**config.mk**
```make
export PLATFORM = sky130hd
export DESIGN_NAME = key_debounce_multi
export DESIGN_NICKNAME = d
export VERILOG_FILES = /design/src/rtl/key_debounce_multi.sv
export SDC_FILE = /design/constraint.sdc
export NUM_CORES = 1
export LEC_CHECK = 0
export ABC_CLOCK_PERIOD_IN_PS = 7050
export CAP_MARGIN = 20
export CORE_MARGIN = 2
export CORE_UTILIZATION = 55
export CTS_CLUSTER_DIAMETER = 60
export DETAILED_ROUTE_END_ITERATION = 10
export DONT_BUFFER_PORTS = 1
export GPL_ROUTABILITY_DRIVEN = 0
export PLACE_DENSITY_LB_ADDON = 0.3
export SLEW_MARGIN = 20
export SYNTH_ARGS = -nofsm -noshare
export SYNTH_HDL_FRONTEND = slang
export SYNTH_SLANG_ARGS = --single-unit
```
**constraint.sdc**
```tcl
create_clock -name sclk -period 7.05 [get_ports sclk]
set_input_delay 1.41 -clock sclk [delete_from_list [all_inputs] [get_ports sclk]]
set_output_delay 1.41 -clock sclk [all_outputs]
set_load 0.1 [all_outputs]
```
**src/rtl/key_debounce_multi.sv**
```systemverilog
// N-channel push-button debouncer: 2-FF sync, shared 1 ms tick, per-key FSM
// producing a debounced level plus press / release / long-press pulses.
module key_debounce_multi #(
  parameter int NUM_KEYS    = 4,
  parameter int CLK_FREQ_HZ = 50_000_000,
  parameter int DEBOUNCE_MS = 10,
  parameter int LONG_MS     = 1000,
  parameter int ACTIVE_LOW  = 1
) (
  input  logic                sclk,
  input  logic                rst,
  input  logic [NUM_KEYS-1:0] key_in,
  output logic [NUM_KEYS-1:0] key_state,
  output logic [NUM_KEYS-1:0] key_press,
  output logic [NUM_KEYS-1:0] key_release,
  output logic [NUM_KEYS-1:0] key_long
);

  localparam int TICK_DIV = CLK_FREQ_HZ / 1000;
  localparam int TICK_W   = (TICK_DIV > 1) ? $clog2(TICK_DIV) : 1;
  localparam int DEB_W    = $clog2(DEBOUNCE_MS + 1);
  localparam int HOLD_W   = (LONG_MS > 0) ? $clog2(LONG_MS + 1) : 1;

  localparam logic [TICK_W-1:0]   TICK_LAST = TICK_W'(TICK_DIV - 1);
  localparam logic [DEB_W-1:0]    DEB_LAST  = DEB_W'(DEBOUNCE_MS - 1);
  localparam logic [HOLD_W-1:0]   HOLD_MAX  = HOLD_W'(LONG_MS);
  localparam logic                LONG_EN   = (LONG_MS != 0);
  localparam logic [NUM_KEYS-1:0] IDLE_PIN  = (ACTIVE_LOW != 0) ? {NUM_KEYS{1'b1}} : {NUM_KEYS{1'b0}};

  typedef enum logic [1:0] {
    IDLE         = 2'd0,
    PRESS_WAIT   = 2'd1,
    HELD         = 2'd2,
    RELEASE_WAIT = 2'd3
  } state_t;

  logic [NUM_KEYS-1:0] sync1_r, sync2_r;
  logic [NUM_KEYS-1:0] pressed_s;
  logic [TICK_W-1:0]   tick_cnt_r;
  logic                tick_s;
  logic [NUM_KEYS-1:0] press_v_s, release_v_s, long_v_s, state_v_s;

  // Two-stage synchroniser, preset to the released pin level
  always_ff @(posedge sclk) begin
    if (rst) begin
      sync1_r <= IDLE_PIN;
      sync2_r <= IDLE_PIN;
    end else begin
      sync1_r <= key_in;
      sync2_r <= sync1_r;
    end
  end

  assign pressed_s = sync2_r ^ IDLE_PIN;
  assign tick_s    = (tick_cnt_r == TICK_LAST);

  // Shared millisecond tick divider
  always_ff @(posedge sclk) begin
    if (rst) begin
      tick_cnt_r <= {TICK_W{1'b0}};
    end else if (tick_s) begin
      tick_cnt_r <= {TICK_W{1'b0}};
    end else begin
      tick_cnt_r <= tick_cnt_r + TICK_W'(1);
    end
  end

  for (genvar ch = 0; ch < NUM_KEYS; ch++) begin : g_ch
    state_t              state_r, state_nxt_s;
    logic [DEB_W-1:0]    deb_cnt_r, deb_cnt_nxt_s;
    logic [HOLD_W-1:0]   hold_cnt_r, hold_cnt_nxt_s;
    logic                long_done_r, long_done_nxt_s;
    logic                p_s, press_s, release_s, long_s;

    assign p_s = pressed_s[ch];

    // Channel state and counters
    always_ff @(posedge sclk) begin
      if (rst) begin
        state_r     <= IDLE;
        deb_cnt_r   <= {DEB_W{1'b0}};
        hold_cnt_r  <= {HOLD_W{1'b0}};
        long_done_r <= 1'b0;
      end else begin
        state_r     <= state_nxt_s;
        deb_cnt_r   <= deb_cnt_nxt_s;
        hold_cnt_r  <= hold_cnt_nxt_s;
        long_done_r <= long_done_nxt_s;
      end
    end

    // Next state; a level change in a tick cycle discards that tick
    always_comb begin
      state_nxt_s     = state_r;
      deb_cnt_nxt_s   = deb_cnt_r;
      hold_cnt_nxt_s  = hold_cnt_r;
      long_done_nxt_s = long_done_r;
      if ((state_r == HELD || state_r == RELEASE_WAIT) && tick_s && (hold_cnt_r != HOLD_MAX)) begin
        hold_cnt_nxt_s = hold_cnt_r + HOLD_W'(1);
      end else begin
        hold_cnt_nxt_s = hold_cnt_r;
      end
      case (state_r)
        IDLE: begin
          if (p_s) begin
            state_nxt_s   = PRESS_WAIT;
            deb_cnt_nxt_s = {DEB_W{1'b0}};
          end else begin
            state_nxt_s   = IDLE;
          end
        end
        PRESS_WAIT: begin
          if (!p_s) begin
            state_nxt_s   = IDLE;
            deb_cnt_nxt_s = {DEB_W{1'b0}};
          end else if (tick_s && deb_cnt_r == DEB_LAST) begin
            state_nxt_s     = HELD;
            deb_cnt_nxt_s   = {DEB_W{1'b0}};
            hold_cnt_nxt_s  = {HOLD_W{1'b0}};
            long_done_nxt_s = 1'b0;
          end else if (tick_s) begin
            deb_cnt_nxt_s = deb_cnt_r + DEB_W'(1);
          end else begin
            deb_cnt_nxt_s = deb_cnt_r;
          end
        end
        HELD: begin
          long_done_nxt_s = long_done_r | long_s;
          if (!p_s) begin
            state_nxt_s   = RELEASE_WAIT;
            deb_cnt_nxt_s = {DEB_W{1'b0}};
          end else begin
            state_nxt_s   = HELD;
          end
        end
        RELEASE_WAIT: begin
          if (p_s) begin
            state_nxt_s   = HELD;
            deb_cnt_nxt_s = {DEB_W{1'b0}};
          end else if (tick_s && deb_cnt_r == DEB_LAST) begin
            state_nxt_s   = IDLE;
            deb_cnt_nxt_s = {DEB_W{1'b0}};
          end else if (tick_s) begin
            deb_cnt_nxt_s = deb_cnt_r + DEB_W'(1);
          end else begin
            deb_cnt_nxt_s = deb_cnt_r;
          end
        end
        default: begin
          state_nxt_s   = IDLE;
          deb_cnt_nxt_s = {DEB_W{1'b0}};
        end
      endcase
    end

    // Event decode; these are registered one cycle later with the level
    always_comb begin
      press_s   = 1'b0;
      release_s = 1'b0;
      long_s    = 1'b0;
      case (state_r)
        PRESS_WAIT:   press_s   = p_s && tick_s && (deb_cnt_r == DEB_LAST);
        RELEASE_WAIT: release_s = !p_s && tick_s && (deb_cnt_r == DEB_LAST);
        HELD:         long_s    = LONG_EN && !long_done_r && (hold_cnt_nxt_s == HOLD_MAX);
        default: begin
          press_s   = 1'b0;
          release_s = 1'b0;
          long_s    = 1'b0;
        end
      endcase
    end

    assign press_v_s[ch]   = press_s;
    assign release_v_s[ch] = release_s;
    assign long_v_s[ch]    = long_s;
    assign state_v_s[ch]   = (state_nxt_s == HELD) || (state_nxt_s == RELEASE_WAIT);
  end

  // Registered outputs
  always_ff @(posedge sclk) begin
    if (rst) begin
      key_state   <= {NUM_KEYS{1'b0}};
      key_press   <= {NUM_KEYS{1'b0}};
      key_release <= {NUM_KEYS{1'b0}};
      key_long    <= {NUM_KEYS{1'b0}};
    end else begin
      key_state   <= state_v_s;
      key_press   <= press_v_s;
      key_release <= release_v_s;
      key_long    <= long_v_s;
    end
  end

endmodule

```
==> flow_metrics.py, run 1 <==
metrics = {
    "status": {
        "status": "completed",
    },
    "logic_synthesis": {
        "syn-instance-count": 639,
        "ys_warn_count": 0,
        "ys_top_cells_by_area": "dfxtp_1, nor2_1, xnor2_1",
        "synth_compound_area_frac": 0.1009,
        "syn_area_mm2": 0.005308,
        "synth_mux_area_frac": 0.01721,
        "synth_top_area_frac": 0.3998,
        "ys_seq_area_frac": 0.3998,
        "synth.avg_cell_area_um2": 8.306,
        "synth_cell_type_count": 59,
        "synth_largest_area_cell": "dfxtp_1",
        "ys.flop_type": "dfxtp_1",
        "synth-simple-area-share": 0.3197,
        "synth_fa_ha_area_frac": 0.04008,
        "ys_async_sr_fraction": 0,
        "synth_top_family_by_area": "simple AND/OR/NAND/NOR gates",
        "synth.ff_latch_count": 106,
        "synth_edf_count": 0,
        "synth_nets": 662,
        "synthXorXnorAreaFrac": 0.08251,
    },
    "sta": {
        "period_minus_slack_ns": 3.023,
        "tightestPinTransition_ns": 0.9739,
        "holdWs_ns": 0.4169,
        "hold_viol": 0,
        "timing.final.crit_share": 0.4288,
        "skew_ns": 0.006611,
        "slew_headroom": 0.3498,
        "finalSetupViolations": 0,
        "finalSetupTns_ns": 0,
        "finalMaxSlewViolations": 0,
        "max_freq_ghz": 0.3308,
        "rsz0062_at_grt": "no",
    },
    "pwr": {
        "ir_worst_vdd_uv": 116.6,
        "p_clk_frac": 0.396,
        "power.share.sequential": 0.588,
        "switching_share": 0.1980,
        "leakagePower_nw": 1.895,
        "internal-power_w": 0.0008270,
        "power_switching_w": 0.0002041,
        "power_density_mw_per_mm2": 184.3,
        "p_comb_frac": 0.016,
        "totalPowerFinal_w": 0.001031,
    },
    "clock_tree": {
        "postCtsHoldBufs": 0,
        "clock_sinks": 106,
        "htree_num_levels": 3,
        "cts_resized": 0,
        "clk_transition_reported_paths_ns": 0.09,
        "clockBufferDepth": 2,
        "cts_root_buffer": "clkbuf_8",
        "cts_setup_buffers": 0,
        "clock_latency_ns": 0.37,
        "tritoncts": "yes",
        "numCtsBuffers": 9,
    },
    "final_layout": {
        "final_cells": 755,
        "area_growth_pct": 5.398,
        "fin_nets": 645,
        "final-seq-area_mm2": 0.002122,
        "multi_input_area_mm2": 0.002983,
        "fill_cells": 838,
        "final_cell_mix": "dfxtp_1, nor2_1, nand2_1",
        "final_common_cell": "dfxtp_1",
        "antenna_cells": 0,
        "drive_gt1_frac": 0.07348,
    },
    "flow_run": {
        "drv_cap": 0,
    },
    "critical_path": {
        "crit_top_cell": "or4_1",
        "worstPathArrival_ns": 3.29,
        "critPathKind": "flop to flop",
        "critPathLaunchType": "flop",
        "cp_cell_sequence": "or4_1, or4_1, buf_4, nor4_4, xor2_1, nand4b_1, nor4bb_1",
        "slowest_stage": "or4_1",
        "slowest_delay_ns": 0.68,
        "worstPathRequired_ns": 7.32,
        "crit_fanout": 27,
        "r2r_slack_ns": 4.03,
        "cp-end-kind": "flop",
    },
    "grt": {
        "grt_pass1_wl_um": 18280,
        "grt_use_met3": 0.05130,
        "antenna_found_initial": 0,
        "use_met2": 0.3846,
        "grt.overflow.total": 0,
        "top_usage_layer": "met2",
        "grt_pass1_vias": 4166,
        "grt_max_degree": 54,
        "gr-usage-all-layers": 0.2178,
        "met1_usage": 0.2577,
    },
    "routing": {
        "post-route-drc-count": 0,
        "drt_iter0_markers": 204,
        "via_count": 4358,
        "via_per_inst": 5.772,
        "routed_wl_um": 10640,
        "drtAntennaViolNets": 0,
        "avgRoutedWirePerCell_um": 14.09,
        "drt-pass1-iter-count": 7,
    },
    "floorplan": {
        "core-area_mm2": 0.009284,
        "num_io_pins": 22,
        "start_util": 0.5717,
        "die_area_mm2": 0.01045,
        "num_rows": 35,
        "fp.dieW_um": 102.2,
        "die_h_um": 102.2,
    },
    "min_path": {
        "min_path_type": "flop to flop",
    },
    "place": {
        "dp_hpwl_um": 7530,
        "dp_cells": 740,
        "port_buffers": 0,
    },
}
==> final cells by class <==
class                   instances  share of cell area
clock inverters                 2             0.01074
flip-flops and latches        106              0.3793
clock buffers                  13             0.02841
well taps                     129             0.02885
repair buffers                  4            0.005368
inverters                      21             0.01409
multi-input cells             480              0.5332
==> registers in the layout, summed over array words and instances, names as in the netlist <==
signal / flops
g_ch.hold_cnt_r: 40
g_ch.deb_cnt_r: 16
tick_cnt_r: 16
g_ch.state_r: 8
g_ch.long_done_r: 4
key_long: 4
key_press: 4
key_release: 4
sync1_r: 4
sync2_r: 4
key_state: 2
==> per-stage QoR <==
stage	setup slack, ns	util	area, um^2
floorplan	4.343	-	5308
global placement	4.156	0.5790	5375
detailed placement	4.037	0.5790	5375
CTS	4.014	0.6026	5594
global route	3.809	0.6026	5594
finish	4.027	0.6026	5594
==> layer usage <==
metal | up-vias | share of wire | wire length, um
li1 | 2184 | - | -
met1 | 2075 | 0.46 | 4912
met2 | 88 | 0.49 | 5188
met3 | 11 | 0.038 | 405
met4 | 0 | 0.012 | 133
met5 | - | 0 | 0
==> worst paths after layout <==
check / end / start / cells past startpoint
setup / recovery: key_long[1] / tick_cnt_r[5] / 7
hold / removal: sync2_r[1] / sync1_r[1] / 1
setup reg to reg: key_long[1] / tick_cnt_r[5] / 7
hold reg to reg: sync2_r[1] / sync1_r[1] / 1
==> synth_stat cells, drive strengths merged (6+ instances only) <==
| library cell | count |
|---|---|
| a21oi | 29 |
| and3 | 11 |
| buf | 6 |
| clkbuf | 26 |
| dfxtp | 106 |
| ha | 17 |
| inv | 21 |
| mux2i | 8 |
| nand2 | 49 |
| nand3 | 32 |
| nand4 | 16 |
| nand4b | 6 |
| nor2 | 101 |
| nor2b | 6 |
| nor3 | 16 |
| nor4 | 19 |
| o21ai | 19 |
| o31ai | 8 |
| or2 | 17 |
| or3 | 12 |
| or4 | 9 |
| xnor2 | 32 |
| xor2 | 18 |
==> critical path: cells and delay by family (launching register included) <==
kind / cells / cell delay, ns
xor+xnor: 1 / 0.21
buf+inv: 1 / 0.24
flops: 1 / 0.36
simple gates: 5 / 2.09
==> power by group through the flow <==
stage	sequential [W]	combinational [W]	clock, W
after global routing	0.000607	0.0000184	0.000442
final	0.000606	0.0000165	0.000408
after CTS	0.000606	0.0000166	0.000421
after global placement	0.000620	0.0000159	0
after floorplan	0.000619	0.0000176	0
after detailed placement	0.000620	0.0000165	0
==> logic make-up after synthesis <==
family	after synthesis
fa+ha+maj	17
simple gates	319
mux	9
buf+inv	53
flops	106
xor+xnor	50
compound gates	85
No activity file was read; power rests on OpenSTA's default activity.
==> run 2: changes to the inputs <==
ABC_CLOCK_PERIOD_IN_PS = 2700   (was 7050)
clock period = 2.7 ns   (was 7.05 ns; I/O delays follow)
==> run 2 against run 1 <==
Effect of this change:
- critical path depth stayed put
- worst setup slack got worse by 4.0 ns
- clock power rose to 2.7 times the previous value
- wire length grew 6.6%
- die area is the same
- first-iteration DRC count rose by 22%
- global-route usage grew 1.5 points
- power grew to 2.6 times the previous value
- register-to-register slack got worse by 4.0 ns
- final area rose by 6.1%
- largest power group unchanged
==> flow_metrics.py, run 2 (same netlist as run 1, synthesis figures left out) <==
metrics = {
    "critical_path": {
        "cp_cell_sequence": "or4_4, or4_4, buf_6, nor4_4, xor2_1, nand4b_1, nor4bb_1",
        "cp-end-kind": "flop",
        "critPathLaunchType": "flop",
        "worstPathRequired_ns": 2.98,
        "worst-path-buf-inv": 1,
        "worstPathArrival_ns": 2.97,
        "slowest_delay_ns": 0.56,
        "cp_num_cells": 7,
        "crit_top_cell": "or4_4",
        "critPathKind": "flop to flop",
        "rr_worst_depth": 7,
        "crit_family": "simple AND/OR/NAND/NOR gates",
        "crit_fanout": 9,
        "slowest_stage": "or4_4",
    },
    "routing": {
        "routed_wl_um": 11340,
        "via_count": 4519,
        "post-route-drc-count": 0,
        "avgRoutedWirePerCell_um": 14.30,
        "drt_iter0_markers": 249,
        "drtAntennaViolNets": 0,
        "drt-pass1-iter-count": 5,
        "via_per_inst": 5.699,
    },
    "sta": {
        "rsz0062_at_grt": "yes",
        "period_minus_slack_ns": 2.691,
        "timing.final.crit_share": 0.9967,
        "finalMaxSlewViolations": 0,
        "worst_slack_ns": 0.008784,
        "max_freq_ghz": 0.3716,
        "hold_viol": 0,
        "finalSetupTns_ns": 0,
        "slew_headroom": 0.3672,
        "holdWs_ns": 0.2242,
        "finalSetupViolations": 0,
        "tightestPinTransition_ns": 0.9479,
        "skew_ns": 0.01259,
    },
    "final_layout": {
        "final_common_cell": "dfxtp_1",
        "fin_nets": 682,
        "drive_gt1_frac": 0.1431,
        "largest_register_ffs": 40,
        "final_cell_mix": "dfxtp_1, nor2_1, nand2_1",
        "area_growth_pct": 11.81,
        "top_register": "g_ch.hold_cnt_r",
        "fill_cells": 806,
        "top_regs": "g_ch.hold_cnt_r x40, g_ch.deb_cnt_r x16, tick_cnt_r x16",
        "antenna_cells": 0,
    },
    "min_path": {
        "hold_depth": 1,
        "min_path_type": "input pin to flop",
    },
    "place": {
        "dp_slack_ns": -0.06993,
        "dp_hpwl_um": 8121,
        "port_buffers": 0,
    },
    "grt": {
        "grt_pass1_wl_um": 19670,
        "grt_pass1_vias": 4266,
        "grt_max_degree": 54,
        "antenna_found_initial": 0,
        "grt.overflow.total": 0,
        "gr-usage-all-layers": 0.2333,
    },
    "floorplan": {
        "num_rows": 35,
        "die_h_um": 102.2,
        "fp.dieW_um": 102.2,
        "die_area_mm2": 0.01045,
        "num_io_pins": 22,
        "core-area_mm2": 0.009284,
        "start_util": 0.5717,
    },
    "clock_tree": {
        "cts_root_buffer": "clkbuf_8",
        "postCtsHoldBufs": 0,
        "tritoncts": "yes",
        "clk_transition_reported_paths_ns": 0.10,
        "clock_latency_ns": 0.37,
        "clockBufferDepth": 2,
        "htree_num_levels": 3,
        "clock_sinks": 106,
        "numCtsBuffers": 9,
    },
    "pwr": {
        "power_density_mw_per_mm2": 458.8,
        "ir_worst_vdd_uv": 388.9,
        "leakagePower_nw": 2.099,
    },
    "flow_run": {
        "drv_cap": 0,
    },
    "status": {
        "status": "completed",
    },
}
-- run 2: changes by cell type in the layout (fill, tap and decap cells not counted), moves of 2 or more --
cell | before | now
buf_4 | 4 | 40
or4_1 | 8 | 4
or4_4 | 1 | 5
a21oi_1 | 28 | 26
a21oi_2 | 1 | 3
clkinv_4 | 0 | 2
-- run 2: routing by layer --
layer	track usage	wire (um)	vias to the layer above	share of wire
li1	-	-	2275	-
met1	0.3031	5163	2113	0.46
met2	0.3917	5469	111	0.48
met3	0.03967	494	20	0.044
met4	0.08410	214	0	0.019
met5	0	0	-	0
-- run 2: final timing paths --
| check | start | slack [ns] | end |
|---|---|---|---|
| max | tick_cnt_r[5] | 0.009 | key_long[1] |
| min | rst | 0.22 | g_ch[0].deb_cnt_r[2] |
| max reg2reg | tick_cnt_r[5] | 0.009 | key_long[1] |
| min reg2reg | sync1_r[0] | 0.42 | sync2_r[0] |
-- run 2: power breakdown --
part / switching, W / internal, W
sequential: 0.0000103 / 0.00157
clock: 0.000537 / 0.000555
combinational: 0.0000268 / 0.0000208
-- run 2: area by class of cell --
cell class / instances / area [um^2] / area share
inverter: 21 / 78.83 / 0.01328
timing repair buffer: 41 / 311.5 / 0.05250
clock inverter: 5 / 86.33 / 0.01455
sequential: 106 / 2122 / 0.3576
multi-input combinational: 480 / 3033 / 0.5111
tap: 129 / 161.4 / 0.02720
clock buffer: 11 / 141.4 / 0.02382
-- run 2: per-stage QoR --
stage | util | power [W] | area, um^2 | std cells
2_1_floorplan | - | 0.001662 | 5308 | 639
3_3_place_gp | 0.6089 | 0.001665 | 5653 | 777
3_5_place_dp | 0.6089 | 0.001667 | 5653 | 777
4_1_cts | 0.6350 | 0.002751 | 5896 | 793
5_1_grt | 0.6392 | 0.002814 | 5934 | 793
6_report | 0.6392 | 0.002723 | 5934 | 793
-- run 2: repair_timing --
| action | CTS | global route |
|---|---|---|
| endpoints found under the hold margin | 0 | 0 |
| setup endpoints to repair | 6 | 15 |
| buffers inserted | 0 | 0 |
| pin swaps | 1 | 2 |
| gates resized for setup | 4 | 8 |
